<file path="src/rtl/ppcpu_forwarding_stall.sv">
// Five-stage MIPS-subset pipeline (IF/ID/EXE/MEM/WB) with internal ROM, RAM and register file.
// Define PPCPU_FORWARD_EN for operand forwarding with a load-use-only stall; otherwise hazards stall until write-back.
`timescale 1ns/1ps

module ppcpu_forwarding_stall (
    input  logic        Clock,
    input  logic        Resetn,
    output logic [31:0] PC,
    output logic [31:0] IF_INST,
    output logic [31:0] ID_INST,
    output logic [31:0] EXE_ALU,
    output logic [31:0] MEM_ALU,
    output logic [31:0] WB_ALU,
    output logic        stall
);

    typedef enum logic [3:0] {
        OP_NOP  = 4'd0,
        OP_ADD,
        OP_SUB,
        OP_AND,
        OP_OR,
        OP_ADDI,
        OP_ANDI,
        OP_ORI,
        OP_LW,
        OP_SW
    } op_e;

    function automatic op_e decode(input logic [5:0] opc, input logic [5:0] funct);
        op_e op;
        op = OP_NOP;
        case (opc)
            6'h00: begin
                case (funct)
                    6'h20:   op = OP_ADD;
                    6'h22:   op = OP_SUB;
                    6'h24:   op = OP_AND;
                    6'h25:   op = OP_OR;
                    default: op = OP_NOP;
                endcase
            end
            6'h08:   op = OP_ADDI;
            6'h0C:   op = OP_ANDI;
            6'h0D:   op = OP_ORI;
            6'h23:   op = OP_LW;
            6'h2B:   op = OP_SW;
            default: op = OP_NOP;
        endcase
        return op;
    endfunction

    logic [31:0] regs [32];
    logic [31:0] ram  [32];

    // ID/EX register; an all-zero value is a bubble
    op_e         ex_op;
    logic [4:0]  ex_dst;
    logic        ex_wr;
    logic [31:0] ex_imm;
    logic [31:0] ex_a;
    logic [31:0] ex_b;
`ifdef PPCPU_FORWARD_EN
    logic [4:0]  ex_rs;
    logic [4:0]  ex_rt;
`endif

    // EX/MEM register (ALU result is MEM_ALU)
    logic [31:0] mem_sdata;
    logic [4:0]  mem_dst;
    logic        mem_wr;
    logic        mem_load;
    logic        mem_store;

    // MEM/WB register (ALU result is WB_ALU)
    logic [31:0] wb_val;
    logic [4:0]  wb_dst;
    logic        wb_wr;

    always_comb begin
        case (PC[6:2])
            5'd0:    IF_INST = 32'h2001_0004;
            5'd1:    IF_INST = 32'h8C22_0000;
            5'd2:    IF_INST = 32'h0041_1820;
            5'd3:    IF_INST = 32'h0061_2022;
            5'd4:    IF_INST = 32'hAC04_0008;
            5'd5:    IF_INST = 32'h8C05_0008;
            5'd6:    IF_INST = 32'h00A3_3025;
            5'd7:    IF_INST = 32'h00C4_3824;
            default: IF_INST = '0;
        endcase
    end

    op_e         id_op;
    logic [4:0]  id_rs;
    logic [4:0]  id_rt;
    logic [4:0]  id_dst;
    logic        id_wr;
    logic        id_uses_rt;
    logic [31:0] id_imm;
    logic [31:0] id_a;
    logic [31:0] id_b;

    always_comb begin
        id_op      = decode(ID_INST[31:26], ID_INST[5:0]);
        id_rs      = ID_INST[25:21];
        id_rt      = ID_INST[20:16];
        id_dst     = '0;
        id_uses_rt = 1'b0;
        id_imm     = {{16{ID_INST[15]}}, ID_INST[15:0]};
        case (id_op)
            OP_ADD, OP_SUB, OP_AND, OP_OR: begin
                id_dst     = ID_INST[15:11];
                id_uses_rt = 1'b1;
            end
            OP_ADDI, OP_LW: id_dst = id_rt;
            OP_ANDI, OP_ORI: begin
                id_dst = id_rt;
                id_imm = {16'h0000, ID_INST[15:0]};
            end
            OP_SW:   id_uses_rt = 1'b1;
            default: id_dst = '0;
        endcase
        id_wr = (id_dst != 5'd0);
        // Write-through: a register written back this cycle is read with its new value
        id_a = (id_rs == 5'd0) ? '0 : (wb_wr && wb_dst == id_rs) ? wb_val : regs[id_rs];
        id_b = (id_rt == 5'd0) ? '0 : (wb_wr && wb_dst == id_rt) ? wb_val : regs[id_rt];
    end

    always_comb begin
`ifdef PPCPU_FORWARD_EN
        stall = (ex_op == OP_LW) && (ex_dst != 5'd0) &&
                ((ex_dst == id_rs) || (id_uses_rt && ex_dst == id_rt));
`else
        stall = ((id_op != OP_NOP) && (id_rs != 5'd0) &&
                 ((ex_wr && ex_dst == id_rs) || (mem_wr && mem_dst == id_rs))) ||
                (id_uses_rt && (id_rt != 5'd0) &&
                 ((ex_wr && ex_dst == id_rt) || (mem_wr && mem_dst == id_rt)));
`endif
    end

    logic [31:0] op_a;
    logic [31:0] op_b;

    always_comb begin
        op_a = ex_a;
        op_b = ex_b;
`ifdef PPCPU_FORWARD_EN
        // EX/MEM wins over MEM/WB; load data is not yet available in EX/MEM
        if (mem_wr && !mem_load && mem_dst == ex_rs)
            op_a = MEM_ALU;
        else if (wb_wr && wb_dst == ex_rs)
            op_a = wb_val;
        if (mem_wr && !mem_load && mem_dst == ex_rt)
            op_b = MEM_ALU;
        else if (wb_wr && wb_dst == ex_rt)
            op_b = wb_val;
`endif
        case (ex_op)
            OP_ADD:                EXE_ALU = op_a + op_b;
            OP_SUB:                EXE_ALU = op_a - op_b;
            OP_AND:                EXE_ALU = op_a & op_b;
            OP_OR:                 EXE_ALU = op_a | op_b;
            OP_ADDI, OP_LW, OP_SW: EXE_ALU = op_a + ex_imm;
            OP_ANDI:               EXE_ALU = op_a & ex_imm;
            OP_ORI:                EXE_ALU = op_a | ex_imm;
            default:               EXE_ALU = '0;
        endcase
    end

    logic [31:0] mem_val;

    always_comb begin
        mem_val = mem_load ? ram[MEM_ALU[6:2]] : MEM_ALU;
    end

    always_ff @(posedge Clock or negedge Resetn) begin
        if (!Resetn) begin
            PC        <= '0;
            ID_INST   <= '0;
            ex_op     <= OP_NOP;
            ex_dst    <= '0;
            ex_wr     <= 1'b0;
            ex_imm    <= '0;
            ex_a      <= '0;
            ex_b      <= '0;
`ifdef PPCPU_FORWARD_EN
            ex_rs     <= '0;
            ex_rt     <= '0;
`endif
            MEM_ALU   <= '0;
            mem_sdata <= '0;
            mem_dst   <= '0;
            mem_wr    <= 1'b0;
            mem_load  <= 1'b0;
            mem_store <= 1'b0;
            WB_ALU    <= '0;
            wb_val    <= '0;
            wb_dst    <= '0;
            wb_wr     <= 1'b0;
            for (int unsigned i = 0; i < 32; i++) begin
                regs[i[4:0]] <= '0;
                ram[i[4:0]]  <= (i == 32'd1) ? 32'h0000_000A : '0;
            end
        end else begin
            if (!stall) begin
                PC      <= PC + 32'd4;
                ID_INST <= IF_INST;
            end
            if (stall) begin
                ex_op  <= OP_NOP;
                ex_dst <= '0;
                ex_wr  <= 1'b0;
                ex_imm <= '0;
                ex_a   <= '0;
                ex_b   <= '0;
`ifdef PPCPU_FORWARD_EN
                ex_rs  <= '0;
                ex_rt  <= '0;
`endif
            end else begin
                ex_op  <= id_op;
                ex_dst <= id_dst;
                ex_wr  <= id_wr;
                ex_imm <= id_imm;
                ex_a   <= id_a;
                ex_b   <= id_b;
`ifdef PPCPU_FORWARD_EN
                ex_rs  <= id_rs;
                ex_rt  <= id_rt;
`endif
            end
            MEM_ALU   <= EXE_ALU;
            mem_sdata <= op_b;
            mem_dst   <= ex_dst;
            mem_wr    <= ex_wr;
            mem_load  <= (ex_op == OP_LW);
            mem_store <= (ex_op == OP_SW);
            WB_ALU    <= MEM_ALU;
            wb_val    <= mem_val;
            wb_dst    <= mem_dst;
            wb_wr     <= mem_wr;
            if (mem_store)
                ram[MEM_ALU[6:2]] <= mem_sdata;
            if (wb_wr)
                regs[wb_dst] <= wb_val;
        end
    end

endmodule

</file>
<file path="config.mk">
export PLATFORM = sky130hd
export DESIGN_NAME = ppcpu_forwarding_stall
export DESIGN_NICKNAME = d
export VERILOG_FILES = /design/src/rtl/ppcpu_forwarding_stall.sv
export SDC_FILE = /design/constraint.sdc
export NUM_CORES = 2
export LEC_CHECK = 0
export ABC_AREA = 1
export BUFFER_PORTS_ARGS = -buffer_cell sky130_fd_sc_hd__buf_2
export CAP_MARGIN = 0
export CELL_PAD_IN_SITES_DETAIL_PLACEMENT = 2
export CELL_PAD_IN_SITES_GLOBAL_PLACEMENT = 2
export CORE_MARGIN = 5
export CORE_UTILIZATION = 41
export CTS_BUF_LIST = sky130_fd_sc_hd__clkbuf_2
export CTS_CLUSTER_DIAMETER = 200
export DETAILED_ROUTE_END_ITERATION = 7
export PLACE_DENSITY_LB_ADDON = 0.1
export RECOVER_POWER = 100
export REMOVE_ABC_BUFFERS = 1
export SETUP_SLACK_MARGIN = 0.15
export SKIP_LAST_GASP = 1
export SYNTH_ARGS = -nofsm -noshare
export SYNTH_HDL_FRONTEND = slang
export SYNTH_SLANG_ARGS = --single-unit
export TNS_END_PERCENT = 5
</file>
<file path="constraint.sdc">
create_clock -name Clock -period 4.44 [get_ports Clock]
set_input_delay 0.444 -clock Clock [delete_from_list [all_inputs] [get_ports Clock]]
set_output_delay 0.444 -clock Clock [all_outputs]
set_load 0.02 [all_outputs]
</file>
== Word-level counts from Yosys, hierarchy flattened ==
Memories as Yosys holds them, arrays and structs flattened.
Cells that the tools add are included.

* Add/sub/neg operators: 4
* Multipliers: 0
* Div/mod/pow operators: 0
* Magnitude comparators: 6
* Equality and inequality tests: 33
* Shift-type cells: 0
* Multiplexer cells: 33
* Bitwise operators: 8
* Reductions and logical operators: 28

{| class="wikitable"
|+ Operators with widths
! operator !! number
|-
| 1024-bit bitwise mux || 2
|-
| 32-bit 2-to-1 mux || 18
|-
| 32-bit binary-select mux with 5-bit select || 3
|-
| 32-bit demux with 5-bit select || 2
|-
| 32-bit one-hot mux with 7 select lines || 1
|-
| 32-bit adder || 2
|-
| 32-bit bitwise AND || 2
|-
| 32-bit bitwise OR || 2
|-
| 6-bit == test (second input constant) || 6
|-
| 32-bit by 3-bit adder with 32-bit output (second input constant) || 1
|-
| 4-bit by 3-bit == test with 1-bit output (second input constant) || 8
|-
| 32-bit subtractor || 1
|-
| 5-bit == test || 6
|-
| 6-bit >= comparator (second input constant) || 4
|-
| 5-bit inverter with 6-bit output || 4
|-
| 4-bit one-hot mux with 6 select lines || 1
|-
| 6-bit by 4-bit == test with 1-bit output (second input constant) || 3
|-
| 4-bit by 2-bit == test with 1-bit output (second input constant) || 4
|-
| 4-bit == test (second input constant) || 4
|-
| 5-bit nonzero test || 3
|-
| 1-bit logical AND || 12
|-
| 6-bit by 1-bit less-than comparator with 1-bit output (second input constant) || 2
|-
| 3-bit one-hot mux with 4 select lines || 1
|-
| 5-bit zero test || 2
|-
| other kinds (13) || 18
|}

* Register bits: 2360
* Bits in latches: 0
* Memory bits (writable): 0
* Memory bits (read-only): 144
* Bits of input ports: 2
* Output and inout bits: 193
* Word-level logic and storage cells: 195
* Memories kept: 1

{| class="wikitable"
|+ Memory list
! memory !! depth !! bits a word !! read ports !! clocked after memory_dff !! wr ports !! line !! RTL
|-
| (name not given) || 8 || 18 || 1 || 0 || 0 || 81 || <nowiki>case (PC[6:2])</nowiki>
|}

== Logic depth before layout (Yosys ltp) ==
* Depth after elaboration: 10
* Depth in mapped cells: 25
* Depth with buffers taken out: 25

== Worst setup path before layout ==
No wires, ideal clock.

* Path type: reg2out
* From: reg ex_b[1]
* To: out EXE_ALU[17]
* Arrival: 3.093 ns
* Required time: 3.996 ns
* Setup slack: 0.903 ns
* Cell stages (with the launch flop): 20
* Buffers on the path: 0
* Path through: dfrtp_1 -> inv_1 -> ha_1 -> inv_1 -> nor2_1 -> nand3_1 -> nor2_1 -> nand2_1 -> inv_1 -> nand2_1 -> nor2_1 -> nor3_1 -> nor3_1 -> ha_1 -> a21oi_1 -> o21ai_0 -> a21o_1 -> a21oi_1 -> nor2_1 -> o21ai_0

* Cells in the longest elaborated chain, start to end: 2
* Elaborated cells between the ends (all ways): 3
* Classes of those cells: add/sub (2); mux (1)

{| class="wikitable"
|+ Ends and longest elaborated chain
! what !! line !! RTL
|-
| start: declaration || 62 || <nowiki>logic [31:0] ex_b;</nowiki>
|-
| start signal: assignment || 227 || <nowiki>ex_b <= id_b;</nowiki>
|-
| 32-bit subtractor or 32-bit adder (tied branches) || 161, 160 ||
|-
| 32-bit one-hot mux with 7 select lines * || 159 || <nowiki>case (ex_op)</nowiki>
|-
| end: declaration || 11 || <nowiki>output logic [31:0] EXE_ALU,</nowiki>
|}

Every way passes the cells marked *; elsewhere a longest branch is shown, timed or not.

== Final worst setup path ==
* From: reg ex_b[1]
* To: out EXE_ALU[7]

The elaborated chain is that of the path after synthesis.

==> impl_metrics.csv <==
group,metric,value,unit
timing,setup_tns,-39.00,ns
synth,syn-cell-area,68400,sq um
clocking,clkSlewWorstSetupHoldPaths,0.10,ns
clocking,cts_tree,"yes",
global_routing,top_usage_layer,"met2",
setup_path,startpoint_type,"flop",
hold_path,hold_class,"flop to flop",
floorplanning,design.core.area,166500,sq um
timing,fmax,173.8,MHz
detailed_routing,ant_nets,0,
layout,final_layout_size_suffix_gt1_frac,0.1594,
setup_path,cp_slowest_stage_delay,0.41,ns
place,port_buffers,164,
synth,synthFlopType,"dfrtp_1",
synth,async_flop_share,1.000,
synth,syn_area_per_cell,8.706,sq um
timing,finalCritPeriodShare,1.296,
floorplanning,die_w,418.5,um
timing,finalHoldViolCount,0,
floorplanning,rows,150,
timing,relSlewSlack,-1.321,
timing,grt_setup_unrepaired,"yes",
timing,maxSlewViolCount,1471,
setup_path,worst-path-max-fanout,5,
flow_run,maxCapViolCount,28,
outcome,violations,"max-capacitance violations, max-slew violations, negative setup slack",
global_routing,use_met2,0.5771,
timing,setup_ws,-1.314,ns
floorplanning,die_h,418.5,um
detailed_routing,initialDrtViolationCount,4104,
synth,ys_warn_count,0,
power_and_ir_drop,p_leak,35.86,nW
floorplanning,io_pins,195,
setup_path,path_cells,"inv_2 -> buf_4 -> nand2_2 -> nor2_4 -> inv_1 -> nor2_2 -> xor2_1 -> o21ai_1 -> a21oi_2 -> a21oi_2 -> ha_2 -> nand2_2 -> o21a_1 -> nand2_2 -> buf_4 -> or2_2 -> nand3_1 -> o211ai_1 -> buf_4",
global_routing,overflow,0,
place,gp_congestion,0.8766,
clocking,cts-root-buf,"clkbuf_2",
timing,finalSetupViolCount,70,
setup_path,arrival,5.31,ns
layout,post-route-cell-area,76300,sq um
detailed_routing,vias,62950,
synth,seq_area_frac_synth,0.5532,
setup_path,endpoint_kind,"output port",
synth,synthTopCellsByArea,"dfrtp_1 55%, nand2_1 11%, o21ai_0 9.8%, a22oi_1 4.8%, a21oi_1 2.9%",
setup_path,cp.required,4.00,ns
synth,ys_ff_latch,1512,
timing,worst_pin_slew,3.481,ns
detailed_routing,wl_per_cell,27.70,um
global_routing,grt_max_degree,128,
global_routing,gr-usage-met3,0.04768,
synth,yosys-top-cells-count,"2056 x nand2_1, 1510 x dfrtp_1, 1335 x o21ai_0",
global_routing,antenna_found_initial,14,
synth,synth_top_area_frac,0.5524,
detailed_routing,post-route-drc-count,0,
floorplanning,start_util,0.4109,
floorplanning,die_area,175100,sq um
layout,area_growth,11.55,%
clocking,cts.path.max_buffers,4,
global_routing,grt_pass1_vias,69420,
detailed_routing,routed_wl,293800,um
outcome,status,"finished, violations left",
power_and_ir_drop,powerDensity,320.7,nW/um^2
timing,fin_skew,0.1364,ns
clocking,cts_buffers,426,
global_routing,grt_pass1_wl,440200,um
power_and_ir_drop,max-vdd-ir-drop,284.7,uV
clocking,cts_sinks,1512,
place,hpwl,180500,um
synth,synth_most_common_cell,"nand2_1",
place,placed_cell_area,71650,sq um
clocking,clock_latency,1.95,ns
synth,yosysUniqueCellTypes,55,
layout,final_nets,8144,
synth,yosysTopAreaCell,"dfrtp_1",
synth,synth_edf_count,0,
timing,layout_min_cycle_time,5.754,ns
detailed_routing,vias_per_cell,5.934,
detailed_routing,drt-pass1-iter-count,5,
setup_path,slowest_stage,"dfrtp_1",
clocking,cts.htree.levels,5,
global_routing,grtUsageTotal,0.3304,
setup_path,path_class,"flop to output port",
global_routing,grtUsageMet1,0.4085,
synth,synth_cells,7857,
-- kinds of logic after synthesis --
logic type,synth area share
AO/OA/AOI/OAI,0.2153
XOR/XNOR,0.005378
adder cells (fa/ha/maj),0.007792
buffers and inverters,0.05864
flip-flops,0.5532
other,0.00005482
AND/OR/NAND/NOR,0.1596
-- what timing repair did --
| item | in CTS | in global routing |
|---|---|---|
| cloned | 1 | 0 |
| hold endpoints to repair | 1512 | 0 |
| pin swaps | 42 | 58 |
| setup buffers | 26 | 21 |
| hold buffers | 4 | 0 |
| gates resized for setup | 180 | 148 |
| setup endpoints to repair | 35 | 36 |
-- cell usage in the layout (no fill, tap or decap), types with 31 or more instances in the layout --
master    synthesis  routed
nor3_1           45      34
nor2_1          401     362
inv_2            15      31
clkinv_1          3      55
buf_2           131     153
inv_1           320     302
nor2_2            4      31
a21oi_1         399     356
dfrtp_1        1510    1503
a21oi_2           0      36
clkbuf_2          0     675
clkbuf_1        431      44
nand2_2           2      47
o211ai_1         69      69
buf_4            39     145
o22ai_1          74      74
nand3_1         112      97
o21ai_1          23      41
nand4_1          60      60
nand2_1        2056    1995
o21ai_0        1335    1303
a22oi_1         441     441
o221ai_1         63      61
-- sequential cells by signal, summed over array words and instances (netlist names) --
signal,count
WB_ALU,32
mem_sdata,32
ex_dst,3
mem_load,1
ex_wr,1
ex_b,32
mem_wr,1
mem_dst,3
mem_store,1
ex_op,4
PC,30
wb_dst,3
MEM_ALU,32
wb_wr,1
ID_INST,16
regs,224
ram,1024
ex_imm,8
ex_a,32
wb_val,32
-- routing by layer --
| metal | routed length (um) | vias up |
|---|---|---|
| met5 | 13 | - |
| met4 | 13440 | 2 |
| met3 | 13560 | 670 |
| met2 | 145800 | 1731 |
| met1 | 121000 | 33240 |
| li1 | - | 27300 |
-- cell type report --
| cell class | instances | area (sq um) |
|---|---|---|
| inverter | 338 | 1294 |
| sequential | 1512 | 37850 |
| tap | 2204 | 2758 |
| timing repair buffer | 418 | 2893 |
| multi-input combinational | 5404 | 27830 |
| fill | 18420 | 90170 |
| clock inverter | 69 | 401.6 |
| clock buffer | 649 | 3248 |
| antenna | 15 | 37.54 |
-- metrics by stage --
step                      total power [W]  worst slack (ns)    util  hold WS [ns]  cells
after global placement            0.01440           0.01333  0.4304        0.3632   9824
after global routing              0.02556            -1.584  0.4583        0.3849  10610
after detailed placement          0.01441          -0.03742  0.4304        0.3733   9824
after CTS                         0.02484            -1.489  0.4580        0.2229  10570
final                             0.02447            -1.314  0.4584        0.3730  10610
after floorplan                   0.01406            -1.996       -        0.1484   7254
-- worst max-delay path, delay by kind of cell (launching register included) --
kind / cells / cell delay, ns
fa+ha+maj: 1 / 0.33
compound gates: 5 / 0.84
simple gates: 7 / 0.95
xor+xnor: 1 / 0.09
buf+inv: 5 / 0.79
flops: 1 / 0.41
-- path summary, 6_finish.rpt --
kind	from	endpoint	slack, ns	cells after the start
min in group asynchronous	Resetn	ram[678]$_DFFE_PN0P_	1.24	5
min reg2reg	MEM_ALU[13]$_DFF_PN0_	WB_ALU[13]$_DFF_PN0_	0.37	0
max reg2reg	MEM_ALU[6]$_DFF_PN0_	ram[497]$_DFFE_PN0P_	-0.14	7
max in group asynchronous	Resetn	ex_b[20]$_DFF_PN0_	0.33	6
min	MEM_ALU[13]$_DFF_PN0_	WB_ALU[13]$_DFF_PN0_	0.37	0
max	ex_b[1]$_DFF_PN0_	EXE_ALU[7]	-1.31	19
-- report_power, final --
group	switching (W)	internal, W	total (W)	leakage [nW]
Sequential	0	0.0138	0.0138	21.0
Combinational	0.000316	0.0000139	0.000329	11.9
Clock	0.00629	0.00410	0.0104	2.89
Note: power is estimated with default switching activity, not from simulation.
